## src/rtl/csr_issue_queue_if.sv

```systemverilog
// Dispatch / writeback / ROB-head / issue bundle for csr_issue_queue.
// The master side drives dispatch, writeback and flush; the slave side is the queue.
interface csr_issue_queue_if #(
    parameter int TAG_W = 6,
    parameter int XLEN  = 32,
    parameter int UOP_W = 21
);
    logic             flush_i;
    logic             disp_valid_i;
    logic             disp_ready_o;
    logic [UOP_W-1:0] disp_uop_i;
    logic [TAG_W-1:0] disp_rob_tag_i;
    logic             disp_rs1_rdy_i;
    logic [TAG_W-1:0] disp_rs1_tag_i;
    logic [XLEN-1:0]  disp_rs1_data_i;
    logic             wb_valid_i;
    logic [TAG_W-1:0] wb_tag_i;
    logic [XLEN-1:0]  wb_data_i;
    logic [TAG_W-1:0] rob_head_tag_i;
    logic             csr_valid_o;
    logic [UOP_W-1:0] csr_uop_o;
    logic [XLEN-1:0]  csr_rs1_data_o;
    logic [TAG_W-1:0] csr_rob_tag_o;

    modport master (
        output flush_i, disp_valid_i, disp_uop_i, disp_rob_tag_i, disp_rs1_rdy_i,
               disp_rs1_tag_i, disp_rs1_data_i, wb_valid_i, wb_tag_i, wb_data_i,
               rob_head_tag_i,
        input  disp_ready_o, csr_valid_o, csr_uop_o, csr_rs1_data_o, csr_rob_tag_o
    );

    modport slave (
        input  flush_i, disp_valid_i, disp_uop_i, disp_rob_tag_i, disp_rs1_rdy_i,
               disp_rs1_tag_i, disp_rs1_data_i, wb_valid_i, wb_tag_i, wb_data_i,
               rob_head_tag_i,
        output disp_ready_o, csr_valid_o, csr_uop_o, csr_rs1_data_o, csr_rob_tag_o
    );
endinterface

```

## src/rtl/csr_issue_queue.sv

```systemverilog
// In-order CSR holding queue in front of execute_csr. Entries wait for their rs1
// operand (captured at dispatch or snooped from writeback) and the head issues only
// once it is the ROB head, so CSR side effects are never speculative.
// The uop is carried as an opaque UOP_W-bit vector; XLEN is supplied directly.
// Optional feature macro: CSR_IQ_BYPASS_EN -- an empty queue forwards an already
// issuable uop straight into the output register at the dispatch edge.
module csr_issue_queue #(
    parameter int DEPTH = 4,
    parameter int TAG_W = 6,
    parameter int XLEN  = 32,
    parameter int UOP_W = 21
) (
    input  logic              clk_i,
    input  logic              rst_i,
    csr_issue_queue_if.slave  bus
);
    localparam int PTR_W = $clog2(DEPTH);
    localparam int CNT_W = $clog2(DEPTH + 1);

    logic [DEPTH-1:0] ent_valid;
    logic [DEPTH-1:0] ent_rdy;
    logic [UOP_W-1:0] ent_uop     [DEPTH];
    logic [TAG_W-1:0] ent_tag     [DEPTH];
    logic [TAG_W-1:0] ent_rs1_tag [DEPTH];
    logic [XLEN-1:0]  ent_data    [DEPTH];

    logic [PTR_W-1:0] head_q;
    logic [PTR_W-1:0] tail_q;
    logic [CNT_W-1:0] count_q;

    logic push;
    logic push_q;
    logic pop;
    logic bypass;
    logic wb_hit_disp;

    // A same-cycle pop never frees a slot for the incoming uop.
    assign bus.disp_ready_o = (count_q < CNT_W'(DEPTH));

    // Handshake, head issue and optional bypass decisions for this cycle.
    always_comb begin
        push        = bus.disp_valid_i && bus.disp_ready_o && !bus.flush_i;
        pop         = ent_valid[head_q] && ent_rdy[head_q] &&
                      (ent_tag[head_q] == bus.rob_head_tag_i) && !bus.flush_i;
        wb_hit_disp = bus.wb_valid_i && (bus.wb_tag_i == bus.disp_rs1_tag_i);
`ifdef CSR_IQ_BYPASS_EN
        bypass      = push && (count_q == '0) && bus.disp_rs1_rdy_i &&
                      (bus.disp_rob_tag_i == bus.rob_head_tag_i);
`else
        bypass      = 1'b0;
`endif
        push_q      = push && !bypass;
    end

    // Queue storage, pointers, operand wakeup and the registered issue port.
    always_ff @(posedge clk_i) begin
        if (rst_i) begin
            head_q             <= '0;
            tail_q             <= '0;
            count_q            <= '0;
            ent_valid          <= '0;
            bus.csr_valid_o    <= 1'b0;
            bus.csr_uop_o      <= '0;
            bus.csr_rs1_data_o <= '0;
            bus.csr_rob_tag_o  <= '0;
        end else if (bus.flush_i) begin
            head_q          <= '0;
            tail_q          <= '0;
            count_q         <= '0;
            ent_valid       <= '0;
            bus.csr_valid_o <= 1'b0;
        end else begin
            for (int i = 0; i < DEPTH; i++) begin
                if (ent_valid[i] && !ent_rdy[i] && bus.wb_valid_i &&
                    (ent_rs1_tag[i] == bus.wb_tag_i)) begin
                    ent_rdy[i]  <= 1'b1;
                    ent_data[i] <= bus.wb_data_i;
                end
            end

            if (pop) begin
                ent_valid[head_q]  <= 1'b0;
                head_q             <= head_q + PTR_W'(1);
                bus.csr_uop_o      <= ent_uop[head_q];
                bus.csr_rs1_data_o <= ent_data[head_q];
                bus.csr_rob_tag_o  <= ent_tag[head_q];
            end

            if (bypass) begin
                bus.csr_uop_o      <= bus.disp_uop_i;
                bus.csr_rs1_data_o <= bus.disp_rs1_data_i;
                bus.csr_rob_tag_o  <= bus.disp_rob_tag_i;
            end

            // The tail slot is always free here, so it never collides with wakeup or pop.
            if (push_q) begin
                ent_valid[tail_q]   <= 1'b1;
                ent_uop[tail_q]     <= bus.disp_uop_i;
                ent_tag[tail_q]     <= bus.disp_rob_tag_i;
                ent_rs1_tag[tail_q] <= bus.disp_rs1_tag_i;
                if (bus.disp_rs1_rdy_i) begin
                    ent_rdy[tail_q]  <= 1'b1;
                    ent_data[tail_q] <= bus.disp_rs1_data_i;
                end else if (wb_hit_disp) begin
                    ent_rdy[tail_q]  <= 1'b1;
                    ent_data[tail_q] <= bus.wb_data_i;
                end else begin
                    ent_rdy[tail_q]  <= 1'b0;
                    ent_data[tail_q] <= '0;
                end
                tail_q <= tail_q + PTR_W'(1);
            end

            case ({push_q, pop})
                2'b10:   count_q <= count_q + CNT_W'(1);
                2'b01:   count_q <= count_q - CNT_W'(1);
                default: count_q <= count_q;
            endcase

            bus.csr_valid_o <= pop || bypass;
        end
    end
endmodule
```

## src/flat_wrapper.sv

```systemverilog
// flat-port wrapper written by rule: the top's interface ports become plain ports
module csr_issue_queue_flat 
#(
    parameter int DEPTH = 4,
    parameter int TAG_W = 6,
    parameter int XLEN  = 32,
    parameter int UOP_W = 21
)
  (clk_i, rst_i, bus_flush_i, bus_disp_valid_i, bus_disp_uop_i, bus_disp_rob_tag_i, bus_disp_rs1_rdy_i, bus_disp_rs1_tag_i, bus_disp_rs1_data_i, bus_wb_valid_i, bus_wb_tag_i, bus_wb_data_i, bus_rob_head_tag_i, bus_disp_ready_o, bus_csr_valid_o, bus_csr_uop_o, bus_csr_rs1_data_o, bus_csr_rob_tag_o);
  csr_issue_queue_if #(.TAG_W(TAG_W), .XLEN(XLEN), .UOP_W(UOP_W)) bus_i ();
  input  logic clk_i;
  input  logic rst_i;
  input wire logic [$bits(bus_i.flush_i)-1:0] bus_flush_i;
  input wire logic [$bits(bus_i.disp_valid_i)-1:0] bus_disp_valid_i;
  input wire logic [$bits(bus_i.disp_uop_i)-1:0] bus_disp_uop_i;
  input wire logic [$bits(bus_i.disp_rob_tag_i)-1:0] bus_disp_rob_tag_i;
  input wire logic [$bits(bus_i.disp_rs1_rdy_i)-1:0] bus_disp_rs1_rdy_i;
  input wire logic [$bits(bus_i.disp_rs1_tag_i)-1:0] bus_disp_rs1_tag_i;
  input wire logic [$bits(bus_i.disp_rs1_data_i)-1:0] bus_disp_rs1_data_i;
  input wire logic [$bits(bus_i.wb_valid_i)-1:0] bus_wb_valid_i;
  input wire logic [$bits(bus_i.wb_tag_i)-1:0] bus_wb_tag_i;
  input wire logic [$bits(bus_i.wb_data_i)-1:0] bus_wb_data_i;
  input wire logic [$bits(bus_i.rob_head_tag_i)-1:0] bus_rob_head_tag_i;
  output wire logic [$bits(bus_i.disp_ready_o)-1:0] bus_disp_ready_o;
  output wire logic [$bits(bus_i.csr_valid_o)-1:0] bus_csr_valid_o;
  output wire logic [$bits(bus_i.csr_uop_o)-1:0] bus_csr_uop_o;
  output wire logic [$bits(bus_i.csr_rs1_data_o)-1:0] bus_csr_rs1_data_o;
  output wire logic [$bits(bus_i.csr_rob_tag_o)-1:0] bus_csr_rob_tag_o;
  assign bus_i.flush_i = bus_flush_i;
  assign bus_i.disp_valid_i = bus_disp_valid_i;
  assign bus_i.disp_uop_i = bus_disp_uop_i;
  assign bus_i.disp_rob_tag_i = bus_disp_rob_tag_i;
  assign bus_i.disp_rs1_rdy_i = bus_disp_rs1_rdy_i;
  assign bus_i.disp_rs1_tag_i = bus_disp_rs1_tag_i;
  assign bus_i.disp_rs1_data_i = bus_disp_rs1_data_i;
  assign bus_i.wb_valid_i = bus_wb_valid_i;
  assign bus_i.wb_tag_i = bus_wb_tag_i;
  assign bus_i.wb_data_i = bus_wb_data_i;
  assign bus_i.rob_head_tag_i = bus_rob_head_tag_i;
  assign bus_disp_ready_o = bus_i.disp_ready_o;
  assign bus_csr_valid_o = bus_i.csr_valid_o;
  assign bus_csr_uop_o = bus_i.csr_uop_o;
  assign bus_csr_rs1_data_o = bus_i.csr_rs1_data_o;
  assign bus_csr_rob_tag_o = bus_i.csr_rob_tag_o;
  csr_issue_queue #(.DEPTH(DEPTH), .TAG_W(TAG_W), .XLEN(XLEN), .UOP_W(UOP_W)) u_core (.clk_i(clk_i), .rst_i(rst_i), .bus(bus_i));
endmodule
```

## config.mk

```make
export PLATFORM = sky130hd
export DESIGN_NAME = csr_issue_queue_flat
export DESIGN_NICKNAME = d
export VERILOG_FILES = /design/src/rtl/csr_issue_queue_if.sv /design/src/rtl/csr_issue_queue.sv /design/src/flat_wrapper.sv
export SDC_FILE = /design/constraint.sdc
export NUM_CORES = 1
export LEC_CHECK = 0
export CELL_PAD_IN_SITES_DETAIL_PLACEMENT = 1
export CELL_PAD_IN_SITES_GLOBAL_PLACEMENT = 2
export CORE_ASPECT_RATIO = 0.6
export CORE_MARGIN = 2
export CORE_UTILIZATION = 42
export CTS_BUF_LIST = sky130_fd_sc_hd__clkbuf_2
export CTS_CLUSTER_SIZE = 10
export DETAILED_ROUTE_END_ITERATION = 7
export PLACE_DENSITY_LB_ADDON = 0.1
export SYNTH_ARGS = -nofsm -noshare
export SYNTH_HDL_FRONTEND = slang
export SYNTH_SLANG_ARGS = --single-unit
```

## constraint.sdc

```tcl
create_clock -name clk_i -period 5.4 [get_ports clk_i]
set_input_delay 1.35 -clock clk_i [delete_from_list [all_inputs] [get_ports clk_i]]
set_output_delay 1.35 -clock clk_i [all_outputs]
set_load 0.01 [all_outputs]
```

### Word-level counts from Yosys, hierarchy flattened

Memory sizes are Yosys's and may differ from the RTL's. A register that Yosys moved wholly into a read port is not among the register bits.
Cells that the tools add are included.
W data, S select, Z words.

* add/sub/neg operators: 4
* $mul: 0
* divide/modulo/power cells: 0
* $lt $le $gt $ge: 5
* equality and inequality tests: 8
* shifts and indexed selects: 0
* muxes and demuxes: 69
* bitwise logic cells: 10
* reductions and logical operators: 29

Operators with widths (number)
* $mux W32: 2
* $mux W1: 53
* $eq A6 B6 Y1: 6
* $mux W4: 7
* $logic_and A1 B1 Y1: 20
* $and A4 B4 Y4: 2
* $not A4 Y4: 2
* $or A4 B4 Y4: 2
* $lt A2 B3 Y1 const B: 2
* $pmux W3 S2: 1
* $logic_not A1 Y1: 5
* $add A2 B1 Y2 const B: 2
* $bmux W1 S2: 2
* $demux W1 S2: 2
* $ge A2 B1 Y1 const B: 2
* $mux W2: 2
* $reduce_and A2 Y1: 2
* $add A3 B1 Y3 const B: 1
* $lt A3 B3 Y1 const B: 1
* $sub A3 B1 Y3 const B: 1
* $eq A2 B1 Y1 const B: 1
* $eq A2 B2 Y1 const B: 1
* $not A1 Y1: 2
* $or A1 B1 Y1: 2
* 2 further kinds: 2

* flip-flop bits (word level): 22
* latch bits: 0
* memory bits (writable): 260
* ROM bits: 0
* input bits: 115
* memories: 4

Memory list
* u_core.ent_data: depth 4, bits a word 32, read ports 1, clocked after memory_dff 1, write ports 5, RTL line csr_issue_queue.sv:25 `logic [XLEN-1:0] ent_data [DEPTH];`
* u_core.ent_uop: depth 4, bits a word 21, read ports 1, clocked after memory_dff 1, write ports 1, RTL line csr_issue_queue.sv:22 `logic [UOP_W-1:0] ent_uop [DEPTH];`
* u_core.ent_rs1_tag: depth 4, bits a word 6, read ports 4, clocked after memory_dff 0, write ports 1, RTL line csr_issue_queue.sv:24 `logic [TAG_W-1:0] ent_rs1_tag [DEPTH];`
* u_core.ent_tag: depth 4, bits a word 6, read ports 1, clocked after memory_dff 1, write ports 1, RTL line csr_issue_queue.sv:23 `logic [TAG_W-1:0] ent_tag [DEPTH];`

### Logic depth before layout (Yosys ltp)

Gate-level depths: netlist of the first run.

* depth after elaboration: 11
* mapped depth: 11
* gate-level depth less buffers: 10

### Worst setup path before layout of the first run

No wires, ideal clock.

* path type: input to register
* start point: input bus_wb_tag_i[0]
* end point: memory u_core.ent_data[2][0] (enable)
* setup time: 0.466 ns
* arrival: 4.295 ns
* required time: 4.934 ns
* path slack: 0.639 ns
* stages: 5
* buffers on the path: 1
* cell sequence: clkbuf_1 > xor2_1 > nor3_1 > nand4_1 > o21ai_0

RTL lines
* from (decl): RTL line flat_wrapper.sv:21 `input wire logic [$bits(bus_i.wb_tag_i)-1:0] bus_wb_tag_i;`
* to (decl): RTL line csr_issue_queue.sv:25

==> impl_metrics.yaml, run 1 <==
run_status:
  outcome: "complete, no violations"
timing:
  final_hold_viol_count: 0
  fin_skew_ns: 0.0607
  setup_slack_ns: 1.75
  whs_ns: 0.480
  worst_slew_pin_slew_ns: 1.02
  max_clock_freq_mhz: 274
  period_share_pct: 67.6
  setup_tns_ns: 0
  maxSlewHeadroom_pct: 31.9
  setup_violations: 0
  period_minus_slack_ns: 3.65
  rsz0062_at_grt: "no"
  drv_slew: 0
hold_path:
  min_from: "u_core.bus.csr_rs1_data_o[5]"
  hold_class: "reg2reg"
logic_synthesis:
  synth-edff-count: 264
  syn-num-nets: 1050
  yosysWarnings: 0
  synth-seq-cells: 337
  synth_flop_cell: "edfxtp_1"
  ys_top_cells_by_area: "edfxtp_1 54%, dfxtp_1 10%, mux4_2 8.9%"
  yosysTopAreaCell: "edfxtp_1"
  syn_avg_cell_area_sq_um: 15.8
  postSynthCellCount: 925
  yosysSeqAreaShare_pct: 64.3
  synth_top_area_share_pct: 54.3
  ys_types: 40
  synthArstFlopShare_pct: 0
  syn_area_sq_um: 14600
floorplan:
  core_region_area_sq_um: 34000
  std_cell_rows: 52
  die_w_um: 245
  io-pin-count: 176
  start_util_pct: 43.0
  die_h_um: 148
  die_area_sq_um: 36300
clock_tree:
  cts_made_buffers: 82
  cts_buffer_depth: 3
  cts_tree: "done"
  clock_latency_ns: 0.93
  htreeDepth: 3
  post_cts_buffers: 0
  clock_sinks: 337
  cts.clk_slew.worst_paths_ns: 0.12
  ctsResizeCount: 0
  holdBufCountCts: 0
  cts_root_buffer: "clkbuf_2"
grt:
  overflow: 0
  grt_pass1_wl_mm: 58.0
  antenna_found_initial: 1
  track_usage_pct: 21.2
  grt_max_degree: 71
  grt_pass1_vias: 9920
critical_path:
  critical_path_buf_inv_count: 1
  startpoint_type: "flip-flop"
  critPathTopFamily: "simple AND/OR/NAND/NOR gates"
  slowest_stage: "nor3_1"
  path_cells: "mux4_2, xnor2_1, o2111ai_1, nor3_1, ha_1, inv_1, fa_1, xor2_1, or3_1, a21oi_1"
  required_ns: 6.28
  cp_max_fo: 6
  crit_type: "reg2reg"
  crit_path_end_kind: "flip-flop"
  arrival_ns: 4.53
  slowest_delay_ns: 0.66
cells_and_area:
  final_common_cell: "edfxtp_1"
  nets: 1268
  syn2layout_area_growth_pct: 20.3
  design_area_sq_um: 17600
  final_layout_size_suffix_gt1_share_pct: 18.5
  final.fill_count: 3339
  mostFrequentLayoutCells: "264 x edfxtp_1, 174 x clkdlybuf4s50_1, 128 x a22o_1"
placed_design:
  io_buffers: 175
  gp_congestion: 0.787
  placed_area_sq_um: 16800
  dpl_worst_slack_ns: 1.14
  dp_hpwl_mm: 22.9
pwr:
  cellLeakagePower_nw: 5.81
  power.switching_mw: 1.18
  p_comb_share_pct: 6.2
  ir_drop_mv: 0.105
  clkPwrFrac_pct: 35.8
  swShare_pct: 24.3
  p_int_mw: 3.68
  p_seq_share_pct: 58.0
  p_per_area_nw_per_um2: 277
routing:
  drtPass1Iterations: 4
  route.detailed.drc: 0
  vias_per_cell: 5.41
  initialDrtViolationCount: 613
  post_drt_wl_per_cell_um: 22.5
  antenna_left: 0
  routed_wl_mm: 37.6
  vias: 9032
job:
  drv_cap: 0
## layer usage
layer / up-vias / wire length, um / global-route usage [%]
met5: - / 0 / 0
met4: 0 / 659 / 7.20
met2: 273 / 17600 / 33.3
li1: 4070 / - / -
met3: 59 / 2220 / 5.56
met1: 4630 / 17000 / 28.8
## state kept, by name (all words and copies together) (netlist names), 4 cells and up, named ones only
name / flops
u_core.ent_data: 128
u_core.ent_rdy: 4
u_core.ent_rs1_tag: 24
u_core.ent_uop: 84
u_core.bus.csr_uop_o: 21
u_core.bus.csr_rob_tag_o: 6
u_core.ent_valid: 4
u_core.bus.csr_rs1_data_o: 32
u_core.ent_tag: 24
## power groups by stage
stage	Clock, mW	Combinational (mW)	Sequential, mW
4_1_cts	1.82	0.302	2.82
3_3_place_gp	0	0.296	2.88
2_1_floorplan	0	0.141	2.88
3_5_place_dp	0	0.301	2.88
6_report	1.74	0.300	2.82
5_1_grt	1.95	0.326	2.82
## worst min-delay path, stage by stage (launching register included)
cell      delay (ns)
dfxtp_1         0.32
nand2b_1        0.06
mux2i_1         0.06
## Yosys cell counts, drive strengths merged, types with 2 or more instances
library cell	number
nand3	10
nand2b	117
nor4b	2
nand4	2
edfxtp	264
mux2i	62
or3	3
buf	28
nor4	3
nand2	18
mux4	59
o31a	2
a22oi	2
nor3	6
a31oi	4
a22o	128
nand4b	2
a21o	2
dfxtp	73
nor2	13
xor2	17
o21ai	8
inv	19
xnor2	22
clkbuf	38
ha	9
a21oi	3
## layout make-up
cell class / instances / area [sq um] / area share, %
flip-flops and latches: 337 / 9400 / 53.4
multi-input cells: 503 / 4830 / 27.5
repair buffers: 200 / 1940 / 11.0
clock buffers: 123 / 616 / 3.50
well taps: 459 / 574 / 3.27
clock inverters: 28 / 158 / 0.897
inverters: 19 / 71.3 / 0.406
diodes: 1 / 2.50 / 0.0142
## worst paths after layout
path                                  endpoint  slack (ns)  cells after the start
setup / recovery             u_core.count_q[2]        1.75                     10
hold / removal    u_core.bus.csr_rs1_data_o[5]        0.48                      2
setup reg to reg             u_core.count_q[2]        1.75                     10
hold reg to reg   u_core.bus.csr_rs1_data_o[5]        0.48                      2
## metrics by stage
stage                     total power [mW]  utilization (%)  instances
after global placement                3.18             49.5       1518
after floorplan                       3.02                -        925
after CTS                             4.94             51.8       1669
after global routing                  5.10             51.8       1670
final                                 4.87             51.8       1670
after detailed placement              3.18             49.5       1518
## cell families (layout without fill, tap and decap cells)
group                    after synthesis  after routing  synth area share (%)
buffers and inverters                 85            370                  3.11
other                                  0              1                     0
XOR/XNOR                              39             39                  2.34
AO/OA/AOI/OAI                        151            151                  8.66
flip-flops                           337            337                  64.3
AND/OR/NAND/NOR                      182            182                  7.35
adder cells (fa/ha/maj)               10             10                 0.908
multiplexers                         121            121                  13.4
Note: power is estimated with default switching activity, not from simulation.
==> inputs of run 2 (changes only) <==
- CORE_UTILIZATION: 42 -> 38
- clock period: 5.4 -> 3.1 ns (I/O delays scaled with it)
==> impl_metrics.yaml, run 2 (synthesized netlist as in run 1, its figures left out) <==
run_status:
  outcome: "complete, no violations"
grt:
  grt_pass1_vias: 9802
  antenna_found_initial: 1
  grt_max_degree: 87
  overflow: 0
  track_usage_pct: 19.7
  grt_pass1_wl_mm: 59.5
pwr:
  ir_drop_mv: 0.207
  swShare_pct: 24.3
  p_per_area_nw_per_um2: 474
  power.switching_mw: 2.10
  p_seq_share_pct: 56.9
  clkPwrFrac_pct: 36.7
  cellLeakagePower_nw: 6.06
  p_int_mw: 6.53
  p_comb_share_pct: 6.4
timing:
  period_minus_slack_ns: 3.08
  rsz0062_at_grt: "yes"
  maxSlewHeadroom_pct: 21.6
  fin_skew_ns: 0.0700
  final_hold_viol_count: 0
  setup_violations: 0
  drv_slew: 0
  worst_slew_pin_slew_ns: 1.17
  setup_slack_ns: 0.0218
  max_clock_freq_mhz: 325
  period_share_pct: 99.3
floorplan:
  io-pin-count: 176
  start_util_pct: 38.7
  die_h_um: 156
  std_cell_rows: 55
  die_area_sq_um: 40100
  core_region_area_sq_um: 37800
  die_w_um: 257
clock_tree:
  cts_made_buffers: 81
  holdBufCountCts: 0
  clock_latency_ns: 0.97
  cts_root_buffer: "clkbuf_2"
  cts_buffer_depth: 3
  htreeDepth: 3
  cts_tree: "done"
  cts.clk_slew.worst_paths_ns: 0.12
  clock_sinks: 337
hold_path:
  hold_class: "in2reg"
  whs_path_depth: 4
routing:
  route.detailed.drc: 0
  drtPass1Iterations: 4
  vias_per_cell: 5.18
  initialDrtViolationCount: 523
  antenna_left: 0
  post_drt_wl_per_cell_um: 22.5
  routed_wl_mm: 39.3
  vias: 9075
critical_path:
  startpoint_type: "flip-flop"
  required_ns: 3.97
  cp_max_fo: 4
  crit_type: "reg2reg"
  arrival_ns: 3.95
  r2r_cells: 12
  crit_path_end_kind: "flip-flop"
cells_and_area:
  nets: 1292
  syn2layout_area_growth_pct: 24.6
  final_core_util_pct: 48.2
  mostFrequentLayoutCells: "264 x edfxtp_1, 174 x clkdlybuf4s50_1, 139 x clkbuf_2"
  reg_top3: "u_core.ent_data (128), u_core.ent_uop (84), u_core.bus.csr_rs1_data_o (32)"
  largest_register_ffs: 128
  final_layout_size_suffix_gt1_share_pct: 23.1
  regMostFlops: "u_core.ent_data"
  final_common_cell: "edfxtp_1"
placed_design:
  dpl_worst_slack_ns: -0.272
  gp_congestion: 0.757
  dp_hpwl_mm: 24.3
  io_buffers: 175
job:
  drv_cap: 0
## run 2: cell types whose count changed in the layout (fill, tap and decap cells not counted), moves of 2 or more
cell and delta:
buf_12 +18, clkbuf_2 +16, clkinv_1 -16, buf_4 +7, nand3_1 -5, nand3_2 +5, xnor2_1 -5, xnor2_2 +5
clkinvlp_4 +3, a21o_1 -2, a21o_2 +2, inv_2 -2
## run 2: per-layer routing
| metal | part of all wire (%) | GRT usage, % | vias up |
|---|---|---|---|
| met3 | 4.8 | 4.35 | 62 |
| met2 | 47 | 32.0 | 226 |
| met4 | 1.6 | 5.90 | 0 |
| met5 | 0 | 0 | - |
| met1 | 46 | 26.7 | 4653 |
| li1 | - | - | 4134 |
## run 2: area by class of cell
cell class / instances / area [sq um]
fillers: 3746 / 19600
flip-flops and latches: 337 / 9400
multi-input cells: 503 / 4920
repair buffers: 225 / 2350
clock buffers: 139 / 696
well taps: 513 / 642
clock inverters: 13 / 105
inverters: 19 / 78.8
diodes: 2 / 5.00
## run 2: through the flow
stage / hold WS, ns / instance area [sq um] / total power [mW] / TNS, ns / instances
global route: 0.352 / 18200 / 9.01 / -0.138 / 1751
floorplan: 0.459 / 14600 / 5.26 / 0 / 925
global placement: 0.458 / 17300 / 5.55 / -3.56 / 1592
detailed placement: 0.464 / 17300 / 5.56 / -3.15 / 1592
CTS: 0.298 / 18100 / 8.75 / 0 / 1746
finish: 0.425 / 18200 / 8.63 / 0 / 1751
## run 2: repair_timing
item | CTS | global route
pin swaps | 4 | 6
setup endpoints to repair | 1 | 1
gates resized for setup | 9 | 6
setup buffers | 2 | 3
## run 2: final timing paths
kind                                 start  slack [ns]                  endpoint
setup / recovery                 flip-flop        0.02         u_core.count_q[2]
setup reg to reg                 flip-flop        0.02         u_core.count_q[2]
hold / removal                       rst_i        0.42         u_core.count_q[2]
hold reg to reg   u_core.bus.csr_uop_o[17]        0.48  u_core.bus.csr_uop_o[17]
## run 2: worst max-delay path, cell delays in order (launching register included)
cell	delay (ns)
dfxtp_2	0.36
buf_12	0.10
mux4_2	0.55
xnor2_2	0.20
o2111ai_2	0.19
nor3_2	0.24
buf_4	0.17
ha_4	0.13
inv_1	0.04
fa_2	0.32
xor2_1	0.16
or3_4	0.37
a21oi_2	0.13
## run 2: power by group through the flow
stage	sequential [mW]	combinational (mW)	clock (mW)
finish	4.91	0.553	3.16
global route	4.92	0.596	3.49
CTS	4.91	0.554	3.28
detailed placement	5.02	0.545	0
global placement	5.02	0.536	0
floorplan	5.02	0.247	0
